[src/rtl/ext_mem_arbiter.sv]
// Round-robin arbiter sharing one external-memory port between NB_REQ requesters.
// One access per cycle, 1-cycle read latency, saturating read/write bandwidth counters.
module ext_mem_arbiter #(
  parameter int unsigned NB_REQ     = 3,
  parameter int unsigned ADDR_WIDTH = 20,
  parameter int unsigned DATA_WIDTH = 32,
  parameter int unsigned CNT_WIDTH  = 32
) (
  input  logic                         clk,
  input  logic                         arst_in,
  input  logic                         grant_en,
  input  logic [NB_REQ-1:0]            req_valid,
  input  logic [NB_REQ-1:0]            req_write,
  input  logic [NB_REQ*ADDR_WIDTH-1:0] req_addr,
  input  logic [NB_REQ*DATA_WIDTH-1:0] req_wdata,
  output logic [NB_REQ-1:0]            req_ready,
  output logic [NB_REQ-1:0]            rsp_valid,
  output logic [DATA_WIDTH-1:0]        rsp_data,
  output logic [ADDR_WIDTH-1:0]        ext_mem_read_addr,
  output logic                         ext_mem_read_en,
  input  logic [DATA_WIDTH-1:0]        ext_mem_qout,
  output logic [ADDR_WIDTH-1:0]        ext_mem_write_addr,
  output logic [DATA_WIDTH-1:0]        ext_mem_din,
  output logic                         ext_mem_write_en,
  input  logic                         clear_counters,
  output logic [CNT_WIDTH-1:0]         read_count,
  output logic [CNT_WIDTH-1:0]         write_count,
  output logic                         busy
);

  localparam int unsigned PtrW = (NB_REQ > 1) ? $clog2(NB_REQ) : 1;
  localparam logic [PtrW-1:0] LastIdx = PtrW'(NB_REQ - 1);

  logic [PtrW-1:0]       ptr_q, ptr_d;
  logic [PtrW-1:0]       gnt_idx, scan_idx;
  logic                  gnt_found, accept, acc_write;
  logic [ADDR_WIDTH-1:0] sel_addr;
  logic [DATA_WIDTH-1:0] sel_wdata;
  logic                  rsp_pend_q;
  logic [PtrW-1:0]       rsp_id_q;
  logic [CNT_WIDTH-1:0]  rd_cnt_q, wr_cnt_q;

  // First valid requester at or after ptr, wrapping modulo NB_REQ.
  always_comb begin
    gnt_found = 1'b0;
    gnt_idx   = '0;
    scan_idx  = ptr_q;
    for (int unsigned k = 0; k < NB_REQ; k++) begin
      if (!gnt_found && req_valid[scan_idx]) begin
        gnt_found = 1'b1;
        gnt_idx   = scan_idx;
      end
      scan_idx = (scan_idx == LastIdx) ? '0 : scan_idx + 1'b1;
    end
  end

  always_comb begin
    sel_addr  = '0;
    sel_wdata = '0;
    acc_write = 1'b0;
    for (int unsigned i = 0; i < NB_REQ; i++) begin
      if (gnt_idx == PtrW'(i)) begin
        sel_addr  = req_addr[i*ADDR_WIDTH +: ADDR_WIDTH];
        sel_wdata = req_wdata[i*DATA_WIDTH +: DATA_WIDTH];
        acc_write = req_write[i];
      end
    end
  end

  assign accept = grant_en && gnt_found;

  always_comb begin
    req_ready          = '0;
    ext_mem_read_en    = 1'b0;
    ext_mem_read_addr  = '0;
    ext_mem_write_en   = 1'b0;
    ext_mem_write_addr = '0;
    ext_mem_din        = '0;
    rsp_valid          = '0;
    if (accept) begin
      req_ready[gnt_idx] = 1'b1;
      if (acc_write) begin
        ext_mem_write_en   = 1'b1;
        ext_mem_write_addr = sel_addr;
        ext_mem_din        = sel_wdata;
      end else begin
        ext_mem_read_en   = 1'b1;
        ext_mem_read_addr = sel_addr;
      end
    end
    if (rsp_pend_q) begin
      rsp_valid[rsp_id_q] = 1'b1;
    end
  end

  always_comb begin
    ptr_d = ptr_q;
    if (accept) begin
      ptr_d = (gnt_idx == LastIdx) ? '0 : gnt_idx + 1'b1;
    end
  end

  always_ff @(posedge clk or posedge arst_in) begin
    if (arst_in) begin
      ptr_q      <= '0;
      rsp_pend_q <= 1'b0;
      rsp_id_q   <= '0;
    end else begin
      ptr_q      <= ptr_d;
      rsp_pend_q <= ext_mem_read_en;
      if (ext_mem_read_en) begin
        rsp_id_q <= gnt_idx;
      end
    end
  end

  // Clear takes priority over a same-cycle increment; counters stick at all-ones.
  always_ff @(posedge clk or posedge arst_in) begin
    if (arst_in) begin
      rd_cnt_q <= '0;
      wr_cnt_q <= '0;
    end else if (clear_counters) begin
      rd_cnt_q <= '0;
      wr_cnt_q <= '0;
    end else begin
      if (ext_mem_read_en && (rd_cnt_q != {CNT_WIDTH{1'b1}})) begin
        rd_cnt_q <= rd_cnt_q + 1'b1;
      end
      if (ext_mem_write_en && (wr_cnt_q != {CNT_WIDTH{1'b1}})) begin
        wr_cnt_q <= wr_cnt_q + 1'b1;
      end
    end
  end

  assign rsp_data    = ext_mem_qout;
  assign read_count  = rd_cnt_q;
  assign write_count = wr_cnt_q;
  assign busy        = accept || rsp_pend_q;

endmodule

[config.mk]
export PLATFORM = sky130hd
export DESIGN_NAME = ext_mem_arbiter
export DESIGN_NICKNAME = d
export VERILOG_FILES = /design/src/rtl/ext_mem_arbiter.sv
export SDC_FILE = /design/constraint.sdc
export NUM_CORES = 1
export LEC_CHECK = 0
export ABC_AREA = 0
export CAP_MARGIN = 15
export CORE_AREA = 2 2 146 148
export CTS_BUF_LIST = sky130_fd_sc_hd__clkbuf_8
export DETAILED_ROUTE_END_ITERATION = 7
export DIE_AREA = 0 0 148 150
export GPL_ROUTABILITY_DRIVEN = 0
export GPL_TIMING_DRIVEN = 0
export SLEW_MARGIN = 25
export SYNTH_ARGS = -nofsm -noshare
export SYNTH_HDL_FRONTEND = slang
export SYNTH_SLANG_ARGS = --single-unit
[constraint.sdc]
create_clock -name clk -period 3.45 [get_ports clk]
set_clock_uncertainty 0.1 [all_clocks]
set_input_delay 0.69 -clock clk [delete_from_list [all_inputs] [get_ports clk]]
set_output_delay 0.69 -clock clk [all_outputs]
set_load 0.1 [all_outputs]
==> impl_results.md, run 1 <==
* Fin. max-slew vios at 0
* Clock buffer depth at 2
* Starting Density at 26.99%
* RSZ-0062 raised after global routing: yes
* Tot Pwr at approximately 4 mW
* Syn-to-layout area delta at 95.23%
* Hold Buf Count CTS at 0
* Switching power share of the total at around half
* Ranking of synthesized cells by area: dfrtp_1, nor2_1, mux2i_1
* CTS Buf Count at 9
* CP Class: in2out
* Drc violations at 0
* Fin Hold WS at 0.4506 ns
* Die Y at 150 microns
* Core Footprint at roughly 21000 sq um
* Warnings, synthesis at 0
* Die area at between 20000 and 25000 sq um
* Largest area contributor in the netlist: dfrtp_1
* CTS root buffer: clkbuf_8
* Yosys cell types at 43
* Number of enable flip-flop cells after synthesis at 0
* Worst vdd ir at ~300 uV
* CTS tree: built
* Post-route cell area at about 11000 sq um
* Vias in the first global route at between 7k and 8k
* Overall routed net length at approximately 26 mm
* Die X at approximately 150 microns
* Sequential Power Share at 21.3%
* Period utilization at about 100%
* Outcome: complete, no violations
* Clk_lat worst skew at 0.36 ns
* Sequential share of the synthesized area at 30.92%
* Final core occ at roughly 53%
* Slew at the pin with the worst max-slew slack at around 1.1 ns
* Clock power frac at between 10% and 20%
* Post-DR vias/cell at roughly 5.0
* Synthesized area per cell at between 7 and 8 sq um
* Num ports at about 380
* Number of DRC markers in iteration 0 at between 300 and 400
* Max_cap viols at 0
* Max-slew headroom at between 20% and 30%
* Worst path required time at 2.66 ns
* Flops & latches, synth at ~70
* Crit path DAT at roughly 2.6 ns
* Largest net degree at the start of global routing at 50
* Area after DPL at 10020 sq um
* Layout fillers at just under 2k
* Crit. End Element: output pin
* Initial antenna violation count at 3
* Async set or reset register ratio after synthesis at 100.0%
* # rows at 53
* Top-count cell post-synth: nor2_1
* Max Clk Rate at about 290 MHz
* Top cell type's share of synthesized area at ~31%
* TritonRoute pass-1 iters at 4
* # nets final at about 1.3k
* Hpwl dp at about 20 mm
* Worst min path class: reg2reg
* Level count of the clock H-tree at 3
* Cell Area, Synth at roughly 5600 sq um
* Combinational fraction of design power at 63.6%
* Startpoint types: primary input
* PD cells at 364.7 nW/um^2
* Net count after synthesis at 921
* Int Pwr at between 1.5 and 2 mW
* Synth Instances at 721
* Drt wl/cell at 19.32 microns
* Synth cell count leaders: nor2_1, dfrtp_1, a21oi_1, nand2_1
* Final Hold Viols at 0
* Vias after detailed routing at just under 7k
* I/O Buffers at 341
* Clk sinks at 69
* Primary FF master, synth: dfrtp_1
* Overall Global Routing Usage at 23.72%
* Global route total overflow at 0
* Final Setup Violations at 0
* Routed Antenna Nets at 0
* Worst-path clk slew at approximately 0.07 ns
* P_sw at around 2.0 mW
* Final Critical Period at approximately 3.4 ns
* Worst-path fanout max at 10
* Ratio of cells with drive above 1 in the final layout at a little over a quarter
* First-pass GRT wire length at 40.90 mm
* Leakage power at ~4.1 nW
power groups by stage:
stage	combinational, mW	clock, mW	sequential (mW)
6_report	2.53	0.602	0.846
5_1_grt	2.64	0.653	0.849
4_1_cts	2.52	0.618	0.846
3_5_place_dp	2.26	0	0.861
3_3_place_gp	2.25	0	0.861
2_1_floorplan	1.61	0	0.886
worst paths after layout:
kind | depth (start not counted) | startpoint | end | slack (ns)
worst max-delay path | 9 | req_write[2] | ext_mem_din[30] | 0.03
worst min-delay path | 2 | rsp_id_q[0] | rsp_id_q[0] | 0.45
worst min register to register | 2 | rsp_id_q[0] | rsp_id_q[0] | 0.45
max in group asynchronous | 3 | arst_in | ptr_q[0] | 2.17
worst max register to register | 9 | read_count[0] | read_count[6] | 0.76
min in group asynchronous | 2 | arst_in | write_count[3] | 0.53
final cells by class:
class / count / area, sq um / area share [%]
multi-input combinational: 554 / 4121 / 37.81
timing repair buffer: 356 / 3812 / 34.97
sequential: 69 / 1728 / 15.85
buffer: 88 / 685.7 / 6.289
tap: 275 / 344.1 / 3.156
clock buffer: 11 / 151.4 / 1.389
inverter: 10 / 40.04 / 0.3673
clock inverter: 3 / 13.76 / 0.1262
antenna: 2 / 5.005 / 0.04591
state kept, by name (all words and copies together), names as in the netlist:
signal	flops
ptr_q	2
rsp_pend_q	1
read_count	32
rsp_id_q	2
write_count	32
metrics by stage:
stage / setup TNS (ns) / worst slack [ns] / cells
after floorplan: -6.715 / -0.2797 / 721
after global placement: -199.63 / -2.243 / 1337
after detailed placement: -162.97 / -2.206 / 1338
after CTS: -0.09261 / -0.02563 / 1364
after global routing: -0.7531 / -0.06320 / 1368
final: 0 / 0.03336 / 1368
what timing repair did:
action / in CTS / in global routing
gates cloned: 3 / 0
endpoints found under the hold margin: 0 / 0
gates resized for setup: 645 / 20
pin swaps: 6 / 5
buffers inserted: 9 / 2
endpoints found under the setup margin: 82 / 68
routing by layer:
metal	vias up	wire length [microns]	part of all wire [%]	GRT usage, %
met5	-	13	0.049	0
met4	2	589	2.2	7.429
met3	34	2103	8.0	7.012
met2	245	13000	49	40.23
met1	3279	10730	41	29.00
li1	3341	-	-	-
placed cells by master, fill, tap and decap left out, drive strengths merged, types with 13 or more instances in the layout:
cell type	netlist	routed
clkdlybuf4s50	0	258
buf	52	144
nor2	105	105
dfrtp	69	69
nand2	53	53
a21oi	53	53
clkbuf	36	47
o21ai	38	38
mux2i	33	33
a211oi	32	32
or3	30	30
or4	27	27
o31ai	27	27
nand4	26	26
nand3	22	22
a31o	13	13
cell families after synthesis:
kind of cell               Yosys count  synth area share [%]
buffers and inverters               98                 9.343
DFF                                 69                 30.92
adders and majority gates            2                0.4481
muxes                               43                 7.932
AOI/OAI and AO/OA                  181                 20.99
and+or+nand+nor                    328                 30.36
critical path: stages:
cell and delay (ns):
clkdlybuf4s50_1 0.49, inv_1 0.07, a31oi_2 0.23, o21ai_4 0.10
clkbuf_8 0.16, buf_6 0.15, buf_8 0.18, a211oi_4 0.30
buf_12 0.22
No activity file was read; power rests on OpenSTA's default activity.
==> run 2, diff against run 1 <==
- SLEW_MARGIN: 25 -> 10
==> results of run 2 <==
Final layout, timing and power as in run 1 (identical DEF).
==> run 3, diff against run 2 <==
- CELL_PAD_IN_SITES_DETAIL_PLACEMENT: default -> 0
- CELL_PAD_IN_SITES_GLOBAL_PLACEMENT: default -> 1
- CORE_AREA: 2 2 146 148 -> 2 2 153 155
- DIE_AREA: 0 0 148 150 -> 0 0 155 157
- PLACE_DENSITY_LB_ADDON: default -> 0.1
==> run 3 against run 2 <==
Compared with the run above:
- utilization is 4.7 points lower
- wire length increased by 7.4%
- via count rose by 1.6%
- count of clock-buffer cells in the layout is 1 lower
- final cell count grew 0.66%
- maximum frequency up 0.73%
- die area up 9.6%
- sequential share of layout area up 0.17 points
- global-route usage shrank 1.2 points
- register-to-register slack worse by 0.06 ns
- largest cell class unchanged
- worst setup slack gained 0.025 ns
==> impl_results.md, run 3 (same netlist as run 1, synthesis figures left out) <==
* Slew at the pin with the worst max-slew slack at 1.069 ns (+0.01017 ns)
* Drt wl/cell at 20.61 microns (+6.7%)
* Hpwl dp at 22.16 mm (+8.3%)
* Fin. max-slew vios at 0 (unchanged)
* Vias in the first global route at 6967 (-1.1%)
* Clk sinks at 69 (unchanged)
* Most common cell after layout, fill and taps aside: clkdlybuf4s50_1
* Drc violations at 0 (unchanged)
* Die X at 155 microns (+4.7%)
* Worst vdd ir at 157.4 uV (-46%)
* # rows at 55 (+3.8%)
* Starting Density at 24.82% (-2.2 points)
* Final core occ at 47.96% (-4.7 points)
* Outcome: complete, no violations
* Multi-input logic area at 4124 sq um (about the same)
* Ratio of cells with drive above 1 in the final layout at 26.93% (+0.074 points)
* Routed Antenna Nets at 0 (unchanged)
* Num ports at 375 (unchanged)
* Worst-path fanout max at 10 (unchanged)
* Crit path DAT at 2.60 ns (-0.03 ns)
* CTS tree: built
* Overall Global Routing Usage at 22.50% (-1.2 points)
* Initial antenna violation count at 3 (unchanged)
* Post-place setup slack at -2.031 ns (+0.1748 ns)
* Level count of the clock H-tree at 3 (unchanged)
* First-pass GRT wire length at 41.95 mm (+2.6%)
* Largest net degree at the start of global routing at 56 (+12%)
* Sink of the worst hold path: rsp_id_q[0]
* Final Critical Period at 3.392 ns (-0.02486 ns)
* FF+latch area at 1729 sq um (about the same)
* # nets final at 1284 (-0.31%)
* Clk_lat worst skew at 0.37 ns (about the same)
* Syn-to-layout area delta at 93.26%
* RSZ-0062 raised after global routing: yes
* CTS Buf Count at 9 (unchanged)
* Most frequent cells in the layout: clkdlybuf4s50_1, buf_4, dfrtp_1, nor2_1, a21oi_1
* CTS root buffer: clkbuf_8
* Final Hold Viols at 0 (unchanged)
* TritonRoute pass-1 iters at 5 (+1)
* Worst path required time at 2.66 ns (about the same)
* Post-route cell area at 10790 sq um (-1.0%)
* Die Y at 157 microns (+4.7%)
* Max_cap viols at 0 (unchanged)
* Fin worst setup slack at 0.05822 ns (+0.02486 ns)
* Post-Place Cells at 1348 (+0.75%)
* Leakage power at 4.023 nW (-1.5%)
* Reg2reg end: read_count[1]
* Number of DRC markers in iteration 0 at 427 (+39%)
* CP Class: reg2out
* Cell depth of the worst hold path at 2 (unchanged)
* Vias after detailed routing at 7011 (+1.6%)
* Overall routed net length at 28.38 mm (+7.4%)
* Max-slew headroom at 28.54% (-0.68 points)
* Final Setup Violations at 0 (unchanged)
* Layout fillers at 2214 (+13%)
* Hold Buf Count CTS at 0 (unchanged)
* Startpoint of the worst hold path: rsp_id_q[0]
* Die area at 24340 sq um (+9.6%)
* Max Clk Rate at 294.8 MHz (+0.73%)
* Global route total overflow at 0 (unchanged)
* PD cells at 366.7 nW/um^2 (+0.55%)
* Period utilization at 98.31% (-0.72 points)
* CP startpoint: ptr_q[1]
* Fin Hold WS at 0.4361 ns (-0.01448 ns)
* Post-route insts no fill at 1377 (+0.66%)
* Area after DPL at 10030 sq um (+0.12%)
* I/O Buffers at 341 (unchanged)
* R2R depth at 7 (-2)
* Post-DR vias/cell at 5.092 (+0.93%)
* Startpoint types: flip-flop
* Crit. End Element: output pin
* Worst min path class: reg2reg
* Core Footprint at 22500 sq um (+8.8%)
* Clock buffer depth at 2 (unchanged)
* Worst-path clk slew at 0.07 ns (about the same)
* Reg-to-Reg Start: read_count[21]
* R2r setup slk at 0.70 ns (-0.06 ns)
run 3: where the power goes:
part | switching (mW) | internal, mW
Clock | 0.344 | 0.272
Sequential | 0.0205 | 0.825
Combinational | 1.70 | 0.800
Total | 2.06 | 1.90
run 3: how the worst max path moves through the flow:
stage | cells past startpoint | to | slack [ns]
4_1_cts | 11 | ext_mem_read_addr[17] | 0.003
3_3_place_gp | 10 | ext_mem_read_addr[19] | -2.04
2_1_floorplan | 9 | ext_mem_read_addr[0] | -0.28
3_5_place_dp | 10 | ext_mem_write_addr[0] | -2.03
6_report | 10 | ext_mem_din[11] | 0.06
5_1_grt | 10 | ext_mem_din[28] | -0.04
run 3: per-stage QoR:
stage	total power, mW	setup TNS, ns
3_3_place_gp	3.130	-191.29
3_5_place_dp	3.128	-147.79
4_1_cts	3.968	0
2_1_floorplan	2.492	-6.715
5_1_grt	4.118	-0.6082
6_report	3.958	0
run 3: repair_timing:
item | in CTS | in global routing
pin swaps | 6 | 7
hold endpoints to repair | 0 | 0
gates resized for setup | 613 | 35
cloned | 2 | 0
endpoints found under the setup margin | 78 | 69
setup buffers | 7 | 1
run 3: metal layers:
metal / up-vias / wire length [microns] / global-route usage (%)
met4: 0 / 958 / 9.392
met2: 262 / 13950 / 36.95
li1: 3335 / - / -
met3: 40 / 1975 / 6.057
met5: - / 0 / 0
met1: 3374 / 11500 / 27.94
run 3: critical path, cell delays in order (launching register included):
cell	delay, ns
dfrtp_2	0.45
inv_1	0.15
a31oi_2	0.12
o221ai_2	0.26
buf_4	0.17
o21ai_4	0.05
clkbuf_8	0.18
buf_6	0.16
buf_8	0.17
a211oi_4	0.29
buf_12	0.22
run 3: cell type report:
class,instances,area share [%]
clock inverter,5,0.2667
clock buffer,10,1.275
multi-input combinational,554,38.21
tap,285,3.304
timing repair buffer,352,34.30
antenna,4,0.09275
sequential,69,16.02
inverter,10,0.3710
buffer,88,6.157
